$ cat src/rtl/vga_pkg.sv
// rtl/vga_pkg.sv - shared VGA timing defaults, derived constants and output types
package vga_pkg;

  localparam int CNT_W = 10;

  localparam int H_ACTIVE_DEF = 640;
  localparam int H_FP_DEF     = 16;
  localparam int H_SYNC_DEF   = 96;
  localparam int H_BP_DEF     = 48;
  localparam int V_ACTIVE_DEF = 480;
  localparam int V_FP_DEF     = 10;
  localparam int V_SYNC_DEF   = 2;
  localparam int V_BP_DEF     = 33;

  localparam int H_TOTAL      = H_ACTIVE_DEF + H_FP_DEF + H_SYNC_DEF + H_BP_DEF;
  localparam int V_TOTAL      = V_ACTIVE_DEF + V_FP_DEF + V_SYNC_DEF + V_BP_DEF;
  localparam int H_SYNC_START = H_ACTIVE_DEF + H_FP_DEF;
  localparam int H_SYNC_END   = H_SYNC_START + H_SYNC_DEF - 1;
  localparam int V_SYNC_START = V_ACTIVE_DEF + V_FP_DEF;
  localparam int V_SYNC_END   = V_SYNC_START + V_SYNC_DEF - 1;

  localparam int SQ_SIZE_DEF = 16;

  typedef logic [CNT_W-1:0] cnt_t;
  typedef logic [7:0]       rgb332_t;

  localparam rgb332_t FG_COLOR_DEF = 8'hFC;
  localparam rgb332_t BG_COLOR_DEF = 8'h03;

  typedef struct packed {
    logic    hsync;
    logic    vsync;
    logic    de;
    rgb332_t rgb;
    logic    frame_tick;
  } vga_out_t;

  localparam vga_out_t VGA_OUT_RESET = '{
    hsync:      1'b1,
    vsync:      1'b1,
    de:         1'b0,
    rgb:        8'h00,
    frame_tick: 1'b0
  };

  function automatic cnt_t to_cnt(input int value);
    return cnt_t'(value);
  endfunction

endpackage

$ cat src/rtl/vga_timing.sv
// rtl/vga_timing.sv - free-running pixel/line counters with raw sync, active and blank decode
module vga_timing
  import vga_pkg::*;
#(
  parameter int H_ACTIVE = H_ACTIVE_DEF,
  parameter int H_FP     = H_FP_DEF,
  parameter int H_SYNC   = H_SYNC_DEF,
  parameter int H_BP     = H_BP_DEF,
  parameter int V_ACTIVE = V_ACTIVE_DEF,
  parameter int V_FP     = V_FP_DEF,
  parameter int V_SYNC   = V_SYNC_DEF,
  parameter int V_BP     = V_BP_DEF
) (
  input  logic       clk,
  input  logic       rst,
  output cnt_t       h_cnt,
  output cnt_t       v_cnt,
  output logic       active,
  output logic       hsync_raw,
  output logic       vsync_raw,
  output logic       blank,
  output logic       tick_raw
);

  localparam cnt_t H_LAST    = to_cnt(H_ACTIVE + H_FP + H_SYNC + H_BP - 1);
  localparam cnt_t V_LAST    = to_cnt(V_ACTIVE + V_FP + V_SYNC + V_BP - 1);
  localparam cnt_t H_ACT_C   = to_cnt(H_ACTIVE);
  localparam cnt_t V_ACT_C   = to_cnt(V_ACTIVE);
  localparam cnt_t H_SS      = to_cnt(H_ACTIVE + H_FP);
  localparam cnt_t H_SE      = to_cnt(H_ACTIVE + H_FP + H_SYNC - 1);
  localparam cnt_t V_SS      = to_cnt(V_ACTIVE + V_FP);
  localparam cnt_t V_SE      = to_cnt(V_ACTIVE + V_FP + V_SYNC - 1);
  localparam cnt_t CNT_ONE   = to_cnt(1);

  always_ff @(posedge clk) begin
    if (rst) begin
      h_cnt <= '0;
      v_cnt <= '0;
    end else if (h_cnt == H_LAST) begin
      h_cnt <= '0;
      v_cnt <= (v_cnt == V_LAST) ? '0 : v_cnt + CNT_ONE;
    end else begin
      h_cnt <= h_cnt + CNT_ONE;
    end
  end

  assign active    = (h_cnt < H_ACT_C) && (v_cnt < V_ACT_C);
  assign hsync_raw = !((h_cnt >= H_SS) && (h_cnt <= H_SE));
  assign vsync_raw = !((v_cnt >= V_SS) && (v_cnt <= V_SE));
  assign blank     = (v_cnt >= V_ACT_C);
  assign tick_raw  = (h_cnt == '0) && (v_cnt == V_ACT_C);

endmodule

$ cat src/rtl/vga_square_renderer.sv
// rtl/vga_square_renderer.sv - VGA output with a filled square whose position only updates in vertical blank
module vga_square_renderer
  import vga_pkg::*;
#(
  parameter int      H_ACTIVE = H_ACTIVE_DEF,
  parameter int      H_FP     = H_FP_DEF,
  parameter int      H_SYNC   = H_SYNC_DEF,
  parameter int      H_BP     = H_BP_DEF,
  parameter int      V_ACTIVE = V_ACTIVE_DEF,
  parameter int      V_FP     = V_FP_DEF,
  parameter int      V_SYNC   = V_SYNC_DEF,
  parameter int      V_BP     = V_BP_DEF,
  parameter int      SQ_SIZE  = SQ_SIZE_DEF,
  parameter rgb332_t FG_COLOR = FG_COLOR_DEF,
  parameter rgb332_t BG_COLOR = BG_COLOR_DEF
) (
  input  logic             clk,
  input  logic             rst,
  input  logic             pos_valid,
  input  logic [CNT_W-1:0] pos_x,
  input  logic [CNT_W-1:0] pos_y,
  output logic             pos_ready,
  output logic             hsync,
  output logic             vsync,
  output logic             de,
  output logic [7:0]       rgb,
  output logic             frame_tick
);

  localparam logic [CNT_W:0] SQ_EXT = (CNT_W+1)'(SQ_SIZE);

  cnt_t     h_cnt;
  cnt_t     v_cnt;
  logic     active;
  logic     hsync_raw;
  logic     vsync_raw;
  logic     blank;
  logic     tick_raw;

  cnt_t     sq_x;
  cnt_t     sq_y;

  logic [CNT_W:0] h_ext;
  logic [CNT_W:0] v_ext;
  logic [CNT_W:0] x_lo;
  logic [CNT_W:0] x_hi;
  logic [CNT_W:0] y_lo;
  logic [CNT_W:0] y_hi;
  logic           hit;

  vga_out_t out_d;
  vga_out_t out_q;

  vga_timing #(
    .H_ACTIVE (H_ACTIVE),
    .H_FP     (H_FP),
    .H_SYNC   (H_SYNC),
    .H_BP     (H_BP),
    .V_ACTIVE (V_ACTIVE),
    .V_FP     (V_FP),
    .V_SYNC   (V_SYNC),
    .V_BP     (V_BP)
  ) u_timing (
    .clk       (clk),
    .rst       (rst),
    .h_cnt     (h_cnt),
    .v_cnt     (v_cnt),
    .active    (active),
    .hsync_raw (hsync_raw),
    .vsync_raw (vsync_raw),
    .blank     (blank),
    .tick_raw  (tick_raw)
  );

  // Accepting only in blank means the square never moves mid-frame.
  assign pos_ready = blank;

  always_ff @(posedge clk) begin
    if (rst) begin
      sq_x <= '0;
      sq_y <= '0;
    end else if (pos_valid && pos_ready) begin
      sq_x <= pos_x;
      sq_y <= pos_y;
    end
  end

  // One extra bit keeps sq+SQ_SIZE from wrapping, so edge squares clip instead.
  assign h_ext = {1'b0, h_cnt};
  assign v_ext = {1'b0, v_cnt};
  assign x_lo  = {1'b0, sq_x};
  assign y_lo  = {1'b0, sq_y};
  assign x_hi  = x_lo + SQ_EXT;
  assign y_hi  = y_lo + SQ_EXT;
  assign hit   = (h_ext >= x_lo) && (h_ext < x_hi) && (v_ext >= y_lo) && (v_ext < y_hi);

  always_comb begin
    out_d            = VGA_OUT_RESET;
    out_d.hsync      = hsync_raw;
    out_d.vsync      = vsync_raw;
    out_d.de         = active;
    out_d.rgb        = active ? (hit ? FG_COLOR : BG_COLOR) : 8'h00;
    out_d.frame_tick = tick_raw;
  end

  always_ff @(posedge clk) begin
    if (rst) begin
      out_q <= VGA_OUT_RESET;
    end else begin
      out_q <= out_d;
    end
  end

  assign hsync      = out_q.hsync;
  assign vsync      = out_q.vsync;
  assign de         = out_q.de;
  assign rgb        = out_q.rgb;
  assign frame_tick = out_q.frame_tick;

endmodule

$ cat config.mk
export PLATFORM = sky130hd
export DESIGN_NAME = vga_square_renderer
export DESIGN_NICKNAME = d
export VERILOG_FILES = /design/src/rtl/vga_pkg.sv /design/src/rtl/vga_timing.sv /design/src/rtl/vga_square_renderer.sv
export SDC_FILE = /design/constraint.sdc
export NUM_CORES = 1
export LEC_CHECK = 0
export CAP_MARGIN = 20
export CORE_UTILIZATION = 40
export CTS_CLUSTER_SIZE = 28
export DETAILED_ROUTE_END_ITERATION = 12
export PLACE_DENSITY = 0.65
export SLEW_MARGIN = 20
export SYNTH_ARGS = -nofsm -noshare
export SYNTH_HDL_FRONTEND = slang
export SYNTH_HIERARCHICAL = 1
export SYNTH_SLANG_ARGS = --single-unit
$ cat constraint.sdc
create_clock -name clk -period 4.75 [get_ports clk]
set_input_delay 0.95 -clock clk [delete_from_list [all_inputs] [get_ports clk]]
set_output_delay 0.95 -clock clk [all_outputs]
set_load 0.005 [all_outputs]
==> impl_metrics.csv <==
group,metric,value,unit
routing,drtIter0Drc,125,
clocking,cts_tree,"yes",
floorplanning,ioPinCount,36,
clocking,cts-root-to-sink-buffers,2,
grt,grt.total_usage,17.3,%
power,power_density,209,nW/um^2
placement,number_of_instances_in_the_placed_design,473,
sta,final_layout_setup_total_negative_slack,0,ns
synth,netlist_top_cells_area,"sky130_fd_sc_hd__dfxtp_1 (31%), sky130_fd_sc_hd__ha_1 (17%), sky130_fd_sc_hd__a21oi_1 (6.2%)",
synth,syn_area_per_cell,8.15,sq um
clocking,clock_tree.root_cell,"sky130_fd_sc_hd__clkbuf_8",
placement,dpl_worst_slack,2.30,ns
routing,route.detailed.drc,0,
grt,via_count_of_the_first_global_routing_pass,2252,
clocking,clk_lat_worst_skew,0.30,ns
clocking,clkSlewWorstSetupHoldPaths,0.09,ns
synth,syn-instance-count,359,
floorplanning,floorplan.die.width,87.5,microns
grt,grt-ovfl-total,0,
floorplanning,die_y,87.5,microns
synth,syn-cell-area,2930,sq um
job,max_cap_violations,0,
cells_and_area,areaGrowthSynthToFinish,16.5,%
worst_setup_path,critical_path_required,3.80,ns
synth,synth_top_family_by_area,"simple AND/OR/NAND/NOR gates",
grt,initial_antenna_violation_count,0,
grt,grt_first_pass_wirelength,10.4,mm
routing,dr.pass1.iters,5,
routing,routed-via-count,2427,
sta,timing.final.hold_violations,0,
floorplanning,core-area,6940,sq um
clocking,htree_levels,2,
sta,slew_headroom,56.4,%
synth,postSynthRegisterBits,46,
sta,clock_skew,0.00869,ns
placement,i_o_buffers,35,
floorplanning,initial_utilization,42.1,%
placement,dp_hpwl,4.50,mm
sta,min_period_over_period,58.7,%
synth,synth.yosys.warnings,6,
grt,grt_max_degree,34,
synth,synth.largest_area_cell,"sky130_fd_sc_hd__dfxtp_1",
run_status,status,"finished, final reports clean",
sta,fmax,358,MHz
synth,synth-edff-count,0,
power,power,0.712,mW
clocking,cts_sinks,46,
sta,final_critical_path_setup_slack,1.96,ns
sta,rsz0062_at_grt,"false",
cells_and_area,post_layout_nonfiller_instances,481,
synth,synthMostInstantiatedCell,"sky130_fd_sc_hd__nand2_1",
synth,synth.distinct_cells,49,
routing,route.final.wire_length,5.90,mm
synth,yosysTopAreaCellShare,31.5,%
synth,synth.area.mux_share,0.684,%
clocking,post-cts-setup-buffer-count,0,
synth,synth-xor-area-share,5.99,%
power,max-vdd-ir-drop,0.0914,mV
placement,gp_routability_congestion,0.869,
cells_and_area,drive_gt1_share,5.19,%
sta,worst_slew_pin_slew,0.654,ns
clocking,numCtsBuffers,5,
floorplanning,die_area,7660,sq um
worst_setup_path,timing.critical_path.from_type,"flop",
worst_setup_path,worstPathMaxFanout,10,
routing,route.detailed.vias_per_inst,5.05,
power,static-leakage-power,1.24,nW
cells_and_area,nets,446,
worst_setup_path,critPathCaptureType,"output pin",
synth,post_synth_most_frequent_cells,"sky130_fd_sc_hd__nand2_1 (47), sky130_fd_sc_hd__dfxtp_1 (46), sky130_fd_sc_hd__ha_1 (39)",
sta,finalSetupViolations,0,
synth,ys_seq_area_share,31.5,%
worst_setup_path,worstSetupPathType,"flop to output pin",
synth,synth-simple-area-share,25.1,%
sta,timing_max_transition_violations_final,0,
synth,ys_async_sr_fraction,0,%
hold_path,hold_path.class,"flop to flop",
synth,syn-num-nets,421,
worst_setup_path,timing.critical_path.arrival,1.84,ns
sta,final.min_clock_period,2.79,ns
synth,post_synthesis_adder_cell_area_fraction,16.7,%
clocking,cts_hold_repair.buffers,0,
synth,synth_compound_area_share,12.9,%
clocking,cts-resized-gates,0,
synth,ys_dominant_reg_cell,"sky130_fd_sc_hd__dfxtp_1",
cells_and_area,antenna_cells,0,
routing,wl_per_cell,12.3,microns
floorplanning,floorplan.rows,30,
routing,drtAntennaViolNets,0,
-- layout make-up --
class	instances	area [sq um]
sequential	46	921
clock inverter	2	12.5
inverter	32	120
clock buffer	6	82.6
fill	695	3540
timing repair buffer	36	358
tap	96	120
multi-input combinational	263	1790
-- critical path, stage by stage (launching register included) --
cell and delay (ns):
sky130_fd_sc_hd__dfxtp_1 0.52, sky130_fd_sc_hd__nand4_1 0.24, sky130_fd_sc_hd__nand2b_1 0.24, sky130_fd_sc_hd__clkdlybuf4s50_1 0.54
-- worst paths after layout --
kind	slack, ns	endpoint	start	cells past startpoint
max	1.96	pos_ready	u_timing/v_cnt[5]	3
min	0.46	sq_x[3]	sq_x[3]	2
max reg2reg	2.51	rgb[6]	sq_x[6]	9
min reg2reg	0.46	sq_x[3]	sq_x[3]	2
-- through the flow --
stage	hold slack [ns]	instance area (sq um)	util (%)
floorplan	0.436	2930	-
global placement	0.446	3310	47.7
detailed placement	0.448	3310	47.7
CTS	0.460	3410	49.1
global route	0.481	3410	49.1
finish	0.458	3410	49.1
-- layer usage --
| metal | GRT usage [%] | wire [microns] |
|---|---|---|
| met1 | 23.6 | 2920 |
| met2 | 27.6 | 2640 |
| met3 | 3.49 | 257 |
| met4 | 5.51 | 80 |
| met5 | 0 | 0 |
-- where the power goes --
group	internal, mW	switching, mW
clock network	0.117	0.137
logic	0.0405	0.0222
registers	0.390	0.00560
total	0.548	0.165
-- state kept, by name, indices dropped and copies added, names as in the netlist --
signal          count
sq_x               10
sq_y               10
u_timing/h_cnt     10
u_timing/v_cnt     10
rgb                 2
de                  1
frame_tick          1
hsync               1
vsync               1
-- cells by family after synthesis --
family	Yosys count
simple gates	139
compound gates	63
buf+inv	50
flops	46
fa+ha+maj	39
xor+xnor	20
mux	2
-- cells in the final DEF, fill, tap and decap left out, types with 3 or more instances in the layout --
cell type / netlist / layout
sky130_fd_sc_hd__a21oi_1: 36 / 36
sky130_fd_sc_hd__and3_1: 6 / 6
sky130_fd_sc_hd__and4_1: 3 / 3
sky130_fd_sc_hd__clkbuf_8: 0 / 6
sky130_fd_sc_hd__clkdlybuf4s50_1: 0 / 35
sky130_fd_sc_hd__dfxtp_1: 46 / 46
sky130_fd_sc_hd__ha_1: 39 / 39
sky130_fd_sc_hd__inv_1: 32 / 32
sky130_fd_sc_hd__nand2_1: 47 / 47
sky130_fd_sc_hd__nand2b_1: 3 / 3
sky130_fd_sc_hd__nand3_1: 18 / 18
sky130_fd_sc_hd__nand4_1: 6 / 6
sky130_fd_sc_hd__nor2_1: 21 / 21
sky130_fd_sc_hd__nor2b_1: 6 / 6
sky130_fd_sc_hd__nor4_1: 5 / 5
sky130_fd_sc_hd__o211ai_1: 4 / 4
sky130_fd_sc_hd__o21a_1: 3 / 3
sky130_fd_sc_hd__o21ai_0: 6 / 6
sky130_fd_sc_hd__or2_2: 4 / 4
sky130_fd_sc_hd__or3_1: 3 / 3
sky130_fd_sc_hd__xnor2_1: 16 / 16
sky130_fd_sc_hd__xor2_1: 4 / 4
(Power assumes the default switching activity.)
